**config.mk**
```make
export PLATFORM = sky130hd
export DESIGN_NAME = seg7_bin_display
export DESIGN_NICKNAME = d
export VERILOG_FILES = /design/src/rtl/seg7_bin_display.sv
export SDC_FILE = /design/constraint.sdc
export NUM_CORES = 1
export LEC_CHECK = 0
export BUFFER_PORTS_ARGS = -buffer_cell sky130_fd_sc_hd__buf_2
export CORE_ASPECT_RATIO = 0.7
export CORE_UTILIZATION = 63
export CTS_CLUSTER_DIAMETER = 80
export DETAILED_ROUTE_END_ITERATION = 8
export PLACE_DENSITY_LB_ADDON = 0.2
export SLEW_MARGIN = 25
export SYNTH_ARGS = -nofsm -noshare
export SYNTH_HDL_FRONTEND = slang
export SYNTH_SLANG_ARGS = --single-unit
```
**constraint.sdc**
```tcl
create_clock -name clk -period 6.8 [get_ports clk]
set_input_delay 0.34 -clock clk [delete_from_list [all_inputs] [get_ports clk]]
set_output_delay 0.34 -clock clk [all_outputs]
set_load 0.02 [all_outputs]
```
**src/rtl/seg7_bin_display.sv**
```systemverilog
// Sequential binary-to-7-segment driver: shift-and-add-3 BCD conversion, then blanking/sign/overflow encode.
// Optional SEG7_BLINK_EN adds a blink input and BLINK_DIV parameter that periodically blanks all digits.
module seg7_bin_display #(
  parameter int WIDTH  = 8,
  parameter int DIGITS = 4
`ifdef SEG7_BLINK_EN
  ,
  parameter int BLINK_DIV = 25_000_000
`endif
) (
  input  logic                  clk,
  input  logic                  rst,
  input  logic                  load,
  input  logic [WIDTH-1:0]      value,
  input  logic                  neg,
`ifdef SEG7_BLINK_EN
  input  logic                  blink,
`endif
  output logic                  busy,
  output logic                  done,
  output logic                  overflow,
  output logic [7*DIGITS-1:0]   seg
);

  localparam int CNT_W = $clog2(WIDTH + 1);
  localparam logic [6:0] SEG_BLANK = 7'b111_1111;
  localparam logic [6:0] SEG_MINUS = 7'b011_1111;

  typedef enum logic [1:0] {S_IDLE, S_SHIFT, S_ENCODE} state_t;

  state_t                r_state;
  logic [CNT_W-1:0]      r_cnt;
  logic [WIDTH-1:0]      r_val;
  logic [4*DIGITS-1:0]   r_bcd;
  logic                  r_neg;
  logic                  r_ovf;
  logic                  r_busy;
  logic                  r_done;
  logic                  r_ovf_out;
  logic [7*DIGITS-1:0]   r_seg;

  logic [4*DIGITS-1:0]   w_adj;
  logic [4*DIGITS-1:0]   w_shifted;
  int                    w_msd;
  logic                  w_ovf_all;
  logic [7*DIGITS-1:0]   w_seg_next;

  function automatic logic [3:0] add3(input logic [3:0] n);
    return (n >= 4'd5) ? n + 4'd3 : n;
  endfunction

  function automatic logic [6:0] enc_digit(input logic [3:0] d);
    case (d)
      4'd0:    return 7'b100_0000;
      4'd1:    return 7'b111_1001;
      4'd2:    return 7'b010_0100;
      4'd3:    return 7'b011_0000;
      4'd4:    return 7'b001_1001;
      4'd5:    return 7'b001_0010;
      4'd6:    return 7'b000_0010;
      4'd7:    return 7'b111_1000;
      4'd8:    return 7'b000_0000;
      4'd9:    return 7'b001_0000;
      default: return SEG_BLANK;
    endcase
  endfunction

  always_comb begin
    w_adj = '0;
    for (int i = 0; i < DIGITS; i++)
      w_adj[4*i +: 4] = add3(r_bcd[4*i +: 4]);
    w_shifted = {w_adj[4*DIGITS-2:0], r_val[WIDTH-1]};
  end

  // A negative number that fills every digit leaves no room for the minus sign.
  always_comb begin
    w_msd = 0;
    for (int i = 0; i < DIGITS; i++)
      if (r_bcd[4*i +: 4] != 4'd0) w_msd = i;
    w_ovf_all  = r_ovf | (r_neg & (w_msd == DIGITS - 1));
    w_seg_next = '1;
    for (int i = 0; i < DIGITS; i++) begin
      if (w_ovf_all)                     w_seg_next[7*i +: 7] = SEG_MINUS;
      else if (i <= w_msd)               w_seg_next[7*i +: 7] = enc_digit(r_bcd[4*i +: 4]);
      else if (r_neg && i == w_msd + 1)  w_seg_next[7*i +: 7] = SEG_MINUS;
      else                               w_seg_next[7*i +: 7] = SEG_BLANK;
    end
  end

  always_ff @(posedge clk) begin
    if (rst) begin
      r_state   <= S_IDLE;
      r_busy    <= 1'b0;
      r_done    <= 1'b0;
      r_ovf_out <= 1'b0;
      r_seg     <= '1;
    end else begin
      r_done <= 1'b0;
      case (r_state)
        S_IDLE: begin
          if (load) begin
            r_val   <= value;
            r_neg   <= neg;
            r_bcd   <= '0;
            r_ovf   <= 1'b0;
            r_cnt   <= CNT_W'(WIDTH);
            r_busy  <= 1'b1;
            r_state <= S_SHIFT;
          end
        end
        S_SHIFT: begin
          r_bcd <= w_shifted;
          r_val <= r_val << 1;
          r_ovf <= r_ovf | w_adj[4*DIGITS-1];
          r_cnt <= r_cnt - 1'b1;
          if (r_cnt == CNT_W'(1)) r_state <= S_ENCODE;
        end
        S_ENCODE: begin
          r_seg     <= w_seg_next;
          r_ovf_out <= w_ovf_all;
          r_done    <= 1'b1;
          r_busy    <= 1'b0;
          r_state   <= S_IDLE;
        end
        default: r_state <= S_IDLE;
      endcase
    end
  end

  assign busy     = r_busy;
  assign done     = r_done;
  assign overflow = r_ovf_out;

`ifdef SEG7_BLINK_EN
  localparam int DIV_W = $clog2(BLINK_DIV + 1);
  logic [DIV_W-1:0] r_bcnt;
  logic             r_phase;

  always_ff @(posedge clk) begin
    if (rst) begin
      r_bcnt  <= '0;
      r_phase <= 1'b0;
    end else if (r_bcnt == DIV_W'(BLINK_DIV - 1)) begin
      r_bcnt  <= '0;
      r_phase <= ~r_phase;
    end else begin
      r_bcnt  <= r_bcnt + 1'b1;
    end
  end

  assign seg = (blink && r_phase) ? '1 : r_seg;
`else
  assign seg = r_seg;
`endif

endmodule

```
======== Word level (Yosys, flattened, before mapping) ========
Memories as Yosys holds them, arrays and structs flattened. A register that Yosys moved wholly into a read port is not among the register bits.
Index checks and enable logic that the tools add are counted.
cells by class
  magnitude comparators ................... 8
  bitwise logic cells ..................... 4
  mux-type cells .......................... 37
  add/sub/neg operators ................... 6
  reductions and logical operators ........ 15
  eq/ne operators ......................... 9
operators by type and width
  operator                 number
  $mux W7                  12
  $eq A3 B32 Y1 const A    2
  $le A3 B32 Y1 const A    2
  $mux W32                 2
  $mux W4                  9
  $add A32 B2 Y32 const B  1
  $eq A2 B32 Y1 const A    1
  $eq A32 B3 Y1 const B    1
  $le A1 B32 Y1 const A    1
  $le A2 B32 Y1 const A    1
  $logic_not A32 Y1        1
  $pmux W16 S2             1
  $add A4 B2 Y4 const B    4
  $ge A4 B3 Y1 const B     4
  $mux W16                 1
  $pmux W8 S2              1
  $reduce_bool A4 Y1       3
  $mux W8                  1
  $pmux W4 S2              1
  $reduce_and A3 Y1        2
  $eq A4 B1 Y1 const B     1
  $logic_and A1 B1 Y1      4
  $mux W1                  4
  $mux W2                  2
  12 further kinds         17
storage, ports and cells
  bits in read-only memories .............. 448
  output and inout port bits .............. 31
  input bits .............................. 12
  register bits after elaboration ......... 63
  logic and storage cells ................. 93
  memories ................................ 4
memory list
  memory            words  width  rd ports  clocked after memory_dff  write ports  line  text
  (name not given)  16     7      1         1                         0            53    case (d)
  (name not given)  16     7      1         1                         0            53
  (name not given)  16     7      1         1                         0            53
  (name not given)  16     7      1         1                         0            53

======== Logic depth before layout (Yosys ltp) ========
Gate-level depths: netlist of run 1.
  depth after elaboration ................. 10
  gate-level depth with buffers ........... 11
  gate-level depth less buffers ........... 11

======== Least setup slack after synthesis of run 1 ========
Ideal clock, no wire load.
  path kind ............................... reg-to-reg
  start point ............................. register r_bcd[8]
  end point ............................... register with a tool-made name
  path slack .............................. 4.371 ns
  path buffers ............................ 0
  stages on the path, launching flop included .. 10
  setup time .............................. 0.142 ns
  required time ........................... 6.658 ns
  clock period less this slack ............ 2.429 ns
  data arrival time ....................... 2.287 ns
  cells stage by stage .................... edfxtp_1 -> inv_1 -> ha_1 -> nand2b_1 -> a21o_1 -> a211oi_2 -> inv_1 -> ha_1 -> or3_1 -> a21boi_0
RTL lines
  element                 line  text
  start, declared         34    logic [4*DIGITS-1:0] r_bcd;
  start signal, assigned  112   r_bcd <= w_shifted;

==> flow_summary.ini, run 1 <==
[logic_synthesis]
yosysWarnings = 0
syn_avg_cell_area_um2 = 9.887
syn-instance-count = 448
yosys-top-cells-area = dfxtp_1 28%, edfxtp_1 20%, ha_1 8.8%, nand2_1 5.8%, a21oi_1 4.0%
synth-edff-count = 30
synthArstFlopShare = 0
ys_seq_area_frac = 0.4791
yosys.area.top_type = dfxtp_1
synth-main-ff-cell = dfxtp_1
synthesis.area_um2 = 4429
yosys.cell_types.count = 62
synth.top_cell.area_share = 0.2757
ys_ff_latch = 91
synthesis.nets = 491

[drt]
num_vias = 3297
drtAntennaViolNets = 0
dr.pass1.iters = 5
wl_per_cell_um = 15.22
totalWireLength_um = 8856
via_per_inst = 5.665
drt_iter0_drc = 143
drcViolationCount = 0

[layout]
mostFrequentLayoutCells = 68 x nand2_1, 61 x dfxtp_1, 42 x buf_2, 35 x a21oi_1, 32 x nor2_1
layout_commonest_cell = nand2_1
final_layout_size_suffix_gt1_frac = 0.1701
nNetsFinal = 526
fillers = 508
final_cell_count_no_fill = 582
antennaDiodeCount = 0
syn2layout_area_growth_pct = 10.11
fin_area_um2 = 4877

[placement]
place_congestion = 0.9305
dp_cells = 566
dp_hpwl_um = 6272
place_area_um2 = 4653
numPortBuffers = 42

[timing]
fin_crit_sh = 0.4128
slew_violations = 0
holdWs_ps = 167.6
tns_ps = 0
grt_setup_unrepaired = false
relSlewSlack = 0.3922
worst-slew-pin-transition_ps = 911.6
hold_violations = 0
post-route-min-period_ps = 2807
clock_skew_ps = 9.396
fmax_mhz = 356.3
setup_viol = 0

[clocking]
clock-sinks = 91
htreeDepth = 3
clock-root-buffer = clkbuf_8
cts_buffers = 9
cts_buffer_depth = 2
cts_resized = 0
clk_latency_ps = 360
cts_tree = yes
cts_setup_buffers = 0
cts_hold_repair.buffers = 0
path_clk_slew_ps = 90

[grt]
grt_pass1_wl_um = 14680
grt_max_degree = 37
grt_pass1_vias = 3167
grt.overflow.total = 0
antenna_found_initial = 0
grt_usage = 0.2610

[die]
start_util = 0.6525
dieArea_um2 = 7375
die_y_um = 72.15
die_w_um = 102.2
core_um2 = 6788
ios = 43
fp-row-count = 25

[worst_setup_path]
cp.arrival_ps = 3030
start_kind = flop
critPathRequiredTime_ps = 7020
critPathKind = reg -> reg
cp_max_fo = 7
end_kind = flop

[pwr]
powerDensity_nw_per_um2 = 247.1
p_leak_uw = 0.001987
peakVddDrop_v = 0.0001264

[run]
maxCapViolations = 0

[outcome]
outcome = complete, no violations

[worst_hold_path]
hold_path_class = in -> reg
## stage by stage
step	worst slack [ps]	power, uW	utilization
6_report	3993	1205	0.7185
2_1_floorplan	4371	783.6	-
5_1_grt	3733	1257	0.7185
4_1_cts	4003	1207	0.7185
3_3_place_gp	4082	815.7	0.6855
3_5_place_dp	4039	824.0	0.6855
## cells by family (layout without fill, tap and decap cells)
| kind of cell | Yosys count | in the layout | synth area share |
|---|---|---|---|
| simple gates | 146 | 146 | 0.1554 |
| compound gates | 112 | 112 | 0.1822 |
| flops | 91 | 91 | 0.4791 |
| buf+inv | 46 | 86 | 0.04802 |
| fa+ha+maj | 31 | 31 | 0.08757 |
| xor+xnor | 11 | 11 | 0.02175 |
| mux | 11 | 11 | 0.02599 |
## metal layers
metal	wire, um	up-vias	track usage
li1	-	1652	-
met1	4051	1541	0.3271
met2	4280	90	0.4489
met3	377	14	0.06069
met4	147	0	0.08254
met5	0	-	0
## worst max-delay path, stage by stage, from the launching register on
cell      delay [ps]
edfxtp_1         480
inv_1            140
ha_1             280
nand2b_1         130
a21o_1           220
a211oi_2         490
inv_1            180
ha_1             230
or3_1            380
a21boi_0         130
## final timing paths
check | start | end | slack, ps | cells past startpoint
worst min register to register | flop | seg[9] | 450 | 2
worst min-delay path | neg | r_neg | 170 | 1
worst max-delay path | r_bcd[8] | flop | 3990 | 9
worst max register to register | r_bcd[8] | flop | 3990 | 9
## synth_stat cells, types with 3 or more instances
cell / count
ha_1: 31
nand2b_1: 5
a21oi_1: 35
nor3_1: 10
clkbuf_1: 10
dfxtp_1: 61
a22oi_1: 4
xnor2_1: 9
inv_1: 25
buf_4: 4
a211oi_1: 3
edfxtp_1: 30
and3_1: 3
mux2i_1: 7
o22ai_1: 24
nor2_1: 32
nand2_1: 68
a22oi_2: 3
a32o_1: 3
nor3b_1: 3
o311ai_0: 4
buf_6: 3
o21ai_0: 9
mux2_2: 3
and2_1: 7
## where the power goes
group	switching, uW	leakage (uW)	total (uW)	internal, uW
logic	112	0.00108	183	71.3
clock network	191	0.000117	391	200
registers	22.0	0.000794	632	609
total	325	0.00199	1210	881
## area by class of cell
class / count / area (um^2) / area share
Tap cell: 94 / 117.6 / 0.02411
Timing Repair Buffer: 43 / 217.7 / 0.04464
Multi-Input combinational cell: 311 / 2095 / 0.4295
Clock inverter: 3 / 22.52 / 0.004618
Sequential cell: 91 / 2122 / 0.4351
Clock buffer: 13 / 201.4 / 0.04130
Inverter: 27 / 101.3 / 0.02078
No activity file was read; power rests on OpenSTA's default activity.
==> inputs of run 2 (changes only) <==
--- a/config.mk
+++ b/config.mk
@@ -7,7 +7,7 @@
 export LEC_CHECK = 0
 export BUFFER_PORTS_ARGS = -buffer_cell sky130_fd_sc_hd__buf_2
 export CORE_ASPECT_RATIO = 0.7
-export CORE_UTILIZATION = 63
+export CORE_UTILIZATION = 59
 export CTS_CLUSTER_DIAMETER = 80
 export DETAILED_ROUTE_END_ITERATION = 8
 export PLACE_DENSITY_LB_ADDON = 0.2
==> constraint.sdc (replaced) <==
create_clock -name clk -period 2.86 [get_ports clk]
set_input_delay 0.143 -clock clk [delete_from_list [all_inputs] [get_ports clk]]
set_output_delay 0.143 -clock clk [all_outputs]
set_load 0.02 [all_outputs]
==> run 2 against run 1 <==
Net effect:
- sequential share of layout area down 0.77 points
- clock power grew to 2.5 times the previous value
- global-route usage decreased by 1.6 points
- combinational power is 140% higher
- cell area is 1.8% higher
- cell count up 1.9%
- clock skew fell by 0.98 ps
- setup slack got worse by 3800 ps
- sequential power up 140%
- die area grew 6.6%
==> flow_summary.ini, run 2 (synthesized netlist as in run 1, its figures left out) <==
[worst_setup_path]
cp.arrival_ps = 2880
critPathMaxStageDelay_ps = 470
critPathKind = reg -> reg
end_kind = flop
crit_path_cell_trace = inv_1, ha_1, nand2b_1, a21o_1, a211oi_4, inv_1, ha_1, or3_1, a21boi_0
crit_buf_inv = 2
critPathTopFamily = compound AO/OA/AOI/OAI gates
crit_slowest_cell = edfxtp_1
critPathRequiredTime_ps = 3080
start_kind = flop
cp_max_fo = 7

[drt]
dr.pass1.iters = 5
drcViolationCount = 0
drtAntennaViolNets = 0
drt_iter0_drc = 206
via_per_inst = 5.681
totalWireLength_um = 8926
num_vias = 3369
wl_per_cell_um = 15.05

[clocking]
clock-sinks = 91
cts_tree = yes
path_clk_slew_ps = 90
cts_buffer_depth = 2
clk_latency_ps = 360
htreeDepth = 3
cts_buffers = 9
clock-root-buffer = clkbuf_8

[layout]
syn2layout_area_growth_pct = 12.09
final_layout_size_suffix_gt1_frac = 0.1838
mostFrequentLayoutCells = 68 x nand2_1, 61 x dfxtp_1, 42 x buf_2, 34 x a21oi_1, 32 x nor2_1
nNetsFinal = 533
antennaDiodeCount = 0
final_cell_count_no_fill = 593
layout_commonest_cell = nand2_1
fillers = 586
fin_util = 0.6813

[grt]
grt_pass1_vias = 3159
grt_pass1_wl_um = 14790
grt.overflow.total = 0
grt_usage = 0.2447
antenna_found_initial = 0
grt_max_degree = 33

[timing]
tns_ps = 0
relSlewSlack = 0.3956
slew_violations = 0
setup_viol = 0
fmax_mhz = 375.5
worst-slew-pin-transition_ps = 906.6
post-route-min-period_ps = 2663
holdWs_ps = 44.16
grt_setup_unrepaired = false
clock_skew_ps = 8.412
hold_violations = 0
fin_crit_sh = 0.9311

[placement]
dp_cells = 576
place_congestion = 0.8213
numPortBuffers = 42
dp_hpwl_um = 6346

[outcome]
outcome = complete, no violations

[die]
start_util = 0.6078
dieArea_um2 = 7863
ios = 43
die_y_um = 74.49
die_w_um = 105.6
core_um2 = 7287
fp-row-count = 26

[run]
maxCapViolations = 0

[pwr]
peakVddDrop_v = 0.0003235
powerDensity_nw_per_um2 = 590.1
p_leak_uw = 0.002028

[worst_hold_path]
hold_path_class = in -> reg
run 2: cell count changes in the layout (fill, tap and decap cells not counted), sizes merged:
cell,before,now
inv,29,30
dlygate4sd3,0,1
buf,43,49
bufinv,0,1
clkbuf,13,11
run 2: layout make-up:
class                      count  area [um^2]  share of cell area
sequential                    91         2122              0.4274
multi-input combinational    311         2111              0.4252
timing repair buffer          50        272.8             0.05494
clock buffer                  11        173.9             0.03503
tap                           98        122.6             0.02470
inverter                      27        101.3             0.02041
clock inverter                 5        61.31             0.01235
run 2: tightest hold or removal path: stages:
cell and delay (ps):
buf_2 70, nand2_1 40, nand2_1 50
run 2: path summary, 6_finish.rpt:
| check | startpoint | endpoint | slack [ps] | cells past startpoint |
|---|---|---|---|---|
| worst min-delay path | value[4] | r_val[4] | 40 | 3 |
| worst max-delay path | r_bcd[8] | flop | 200 | 9 |
| worst max register to register | r_bcd[8] | flop | 200 | 9 |
| worst min register to register | flop | seg[9] | 450 | 2 |
run 2: routing by layer:
layer | vias up | wire length (um) | GRT usage | part of all wire
li1 | 1673 | - | - | -
met1 | 1614 | 4217 | 0.3104 | 0.47
met2 | 73 | 4245 | 0.4123 | 0.48
met3 | 9 | 359 | 0.06047 | 0.040
met4 | 0 | 103 | 0.09568 | 0.012
met5 | - | 0 | 0 | 0
run 2: repair_timing:
action / 4_1_cts / 5_1_grt
resized for setup: 0 / 3
endpoints found under the setup margin: 0 / 5
hold buffers: 1 / 0
setup buffers: 0 / 0
hold endpoints to repair: 1 / 0
run 2: report_power, final:
part	internal (uW)	switching (uW)
registers	1450	54.0
logic	178	266
clock network	518	465
run 2: through the flow:
step / setup slack [ps] / total power [uW] / instance area, um^2
6_report: 197.1 / 2930 / 4965
5_1_grt: 36.95 / 3067 / 4965
4_1_cts: 117.7 / 2947 / 4949
3_5_place_dp: 172.0 / 1966 / 4703
3_3_place_gp: 292.7 / 1948 / 4703
2_1_floorplan: 431.0 / 1863 / 4429
==> inputs of run 3 (changes only) <==
--- a/config.mk
+++ b/config.mk
@@ -5,11 +5,13 @@
 export SDC_FILE = /design/constraint.sdc
 export NUM_CORES = 1
 export LEC_CHECK = 0
+export ABC_AREA = 1
 export BUFFER_PORTS_ARGS = -buffer_cell sky130_fd_sc_hd__buf_2
 export CORE_ASPECT_RATIO = 0.7
 export CORE_UTILIZATION = 59
 export CTS_CLUSTER_DIAMETER = 80
 export DETAILED_ROUTE_END_ITERATION = 8
+export GPL_TIMING_DRIVEN = 0
 export PLACE_DENSITY_LB_ADDON = 0.2
 export SLEW_MARGIN = 25
 export SYNTH_ARGS = -nofsm -noshare
==> run 3 against run 2 <==
Net effect:
- fmax is 11% higher
- combinational power up 4.7%
- cell area up 0.45%
- highest routed layer unchanged
==> flow_summary.ini, run 3 <==
[outcome]
outcome = complete, no violations

[logic_synthesis]
synth.top_cell.area_share = 0.2741
yosysMostFrequentCell = nand2_1
synthesis.nets = 597
synth-main-ff-cell = dfxtp_1
yosys.area.top_type = dfxtp_1
syn_avg_cell_area_um2 = 8.042
ys_ff_latch = 91
yosys-top-cells-area = dfxtp_1 27%, edfxtp_1 20%, nand2_1 14%, ha_1 8.7%, nand3_1 7.4%
ys_seq_area_frac = 0.4763
synth_commonest_cells = 170 x nand2_1, 66 x nand3_1, 61 x dfxtp_1, 59 x inv_1, 31 x ha_1
synth-edff-count = 30
synthArstFlopShare = 0
syn-instance-count = 554
synthesis.area_um2 = 4456
yosys.cell_types.count = 29
yosysWarnings = 0

[timing]
grt_setup_unrepaired = false
post-route-min-period_ps = 2389
tns_ps = 0
fin_ws_ps = 470.5
setup_viol = 0
fin_crit_sh = 0.8355
hold_violations = 0
slew_violations = 0
clock_skew_ps = 13.45
worst-slew-pin-transition_ps = 838.2
relSlewSlack = 0.4412
fmax_mhz = 418.5

[worst_setup_path]
crit_slowest_cell = buf_2
crit_path_cell_trace = nor2_2, o21ai_2, inv_2, buf_2, nand2_1, nand2_1, inv_1, ha_1, inv_1, nand3_1, nand3_1, nand2_1
cp.arrival_ps = 2630
cp_common_cell = nand2_1
critPathKind = reg -> reg
critPathRequiredTime_ps = 3100
start_kind = flop
critPathMaxStageDelay_ps = 660
end_kind = flop
cp_max_fo = 38

[clocking]
clk_latency_ps = 360
cts_tree = yes
cts_buffer_depth = 2
cts_buffers = 9
path_clk_slew_ps = 90
clock-sinks = 91
htreeDepth = 3
clock-root-buffer = clkbuf_8

[die]
die_w_um = 105.9
core_um2 = 7287
fp-row-count = 26
start_util = 0.6114
ios = 43
dieArea_um2 = 7909
die_y_um = 74.71

[drt]
drt_iter0_drc = 297
dr.pass1.iters = 7
drtAntennaViolNets = 0
drt-met1-wl_um = 4438
via_per_inst = 5.306
num_vias = 3767
drcViolationCount = 0
wl_per_cell_um = 12.66
met2_length_um = 3856
highest_layer = met4
met3_length_um = 580
totalWireLength_um = 8990

[pwr]
peakVddDrop_v = 0.0002966
power_uw = 2806
p_leak_uw = 0.002405
powerDensity_nw_per_um2 = 562.6

[layout]
layout_commonest_cell = nand2_1
antennaDiodeCount = 0
mostFrequentLayoutCells = 170 x nand2_1, 66 x nand3_1, 61 x dfxtp_1, 59 x inv_1, 45 x buf_2
syn2layout_area_growth_pct = 11.93
nNetsFinal = 651
final_layout_size_suffix_gt1_frac = 0.1454

[placement]
dp_slack_ps = 482.0
dp_hpwl_um = 6716
numPortBuffers = 42
place_congestion = 0.8921

[grt]
grt_pass1_vias = 3250
grt.overflow.total = 0
grt_pass1_wl_um = 14520
grt_usage = 0.2367
grt_max_degree = 39
antenna_found_initial = 0

[run]
maxCapViolations = 0

[worst_hold_path]
hold_path_class = in -> reg
## run 3: changes by cell type after synthesis, sizes merged, moves of 7 or more
cell   previous run  this run
nor3             11         2
nand2            69       177
nand3             2        66
xnor2             9         2
mux2i             7         0
o21ai             9        19
nor2             35        27
a21oi            36         7
a22oi             7         0
inv              27        70
nand4             0        17
## run 3: final timing paths
kind,startpoint,endpoint,slack (ps),depth (start not counted)
min,value[3],r_val[3],50,3
max reg2reg,r_state[1],flop,470,12
min reg2reg,flop,seg[16],450,2
max,r_state[1],flop,470,12
## run 3: metrics by stage
| step | utilization | hold WS [ps] | instance area, um^2 | std cells |
|---|---|---|---|---|
| 2_1_floorplan | - | 215.4 | 4456 | 554 |
| 3_3_place_gp | 0.6571 | 337.1 | 4788 | 694 |
| 3_5_place_dp | 0.6571 | 335.7 | 4788 | 694 |
| 4_1_cts | 0.6844 | 33.71 | 4987 | 710 |
| 5_1_grt | 0.6844 | 42.49 | 4987 | 710 |
| 6_report | 0.6844 | 45.82 | 4987 | 710 |
## run 3: what timing repair did
item,4_1_cts,5_1_grt
hold buffers,1,0
buffers inserted,0,0
endpoints found under the hold margin,1,0
endpoints found under the setup margin,0,0
gates resized for setup,0,0
## run 3: area by class of cell
| cell class | instances | area, um^2 |
|---|---|---|
| Buffer | 14 | 71.32 |
| Clock buffer | 10 | 148.9 |
| Clock inverter | 5 | 40.04 |
| Fill cell | 628 | 2300 |
| Inverter | 71 | 266.5 |
| Multi-Input combinational cell | 378 | 1996 |
| Sequential cell | 91 | 2122 |
| Tap cell | 98 | 122.6 |
| Timing Repair Buffer | 43 | 220.2 |
## run 3: where the power goes
part,internal [uW],switching (uW)
sequential,1460,46.0
clock,374,465
combinational,155,309
## run 3: layer usage
layer  global-route usage  vias up
met4              0.09722        0
met3              0.05628       15
met2               0.3798      143
met1               0.3146     1696
li1                     -     1913
met5                    0        -
## run 3: critical path, delay by kind of cell, from the launching register on
family                     cells  cell delay, ps
adders and majority gates      1             190
DFF                            1             360
buffers and inverters          4             890
and+or+nand+nor                6             740
AOI/OAI and AO/OA              1             110
## run 3: cells by family (layout without fill, tap and decap cells)
family	Yosys count	count (layout)	share of synthesized area
flops	91	91	0.4763
fa+ha+maj	31	31	0.08705
buf+inv	85	143	0.07582
simple gates	295	295	0.2895
xor+xnor	3	3	0.005898
compound gates	49	49	0.06543
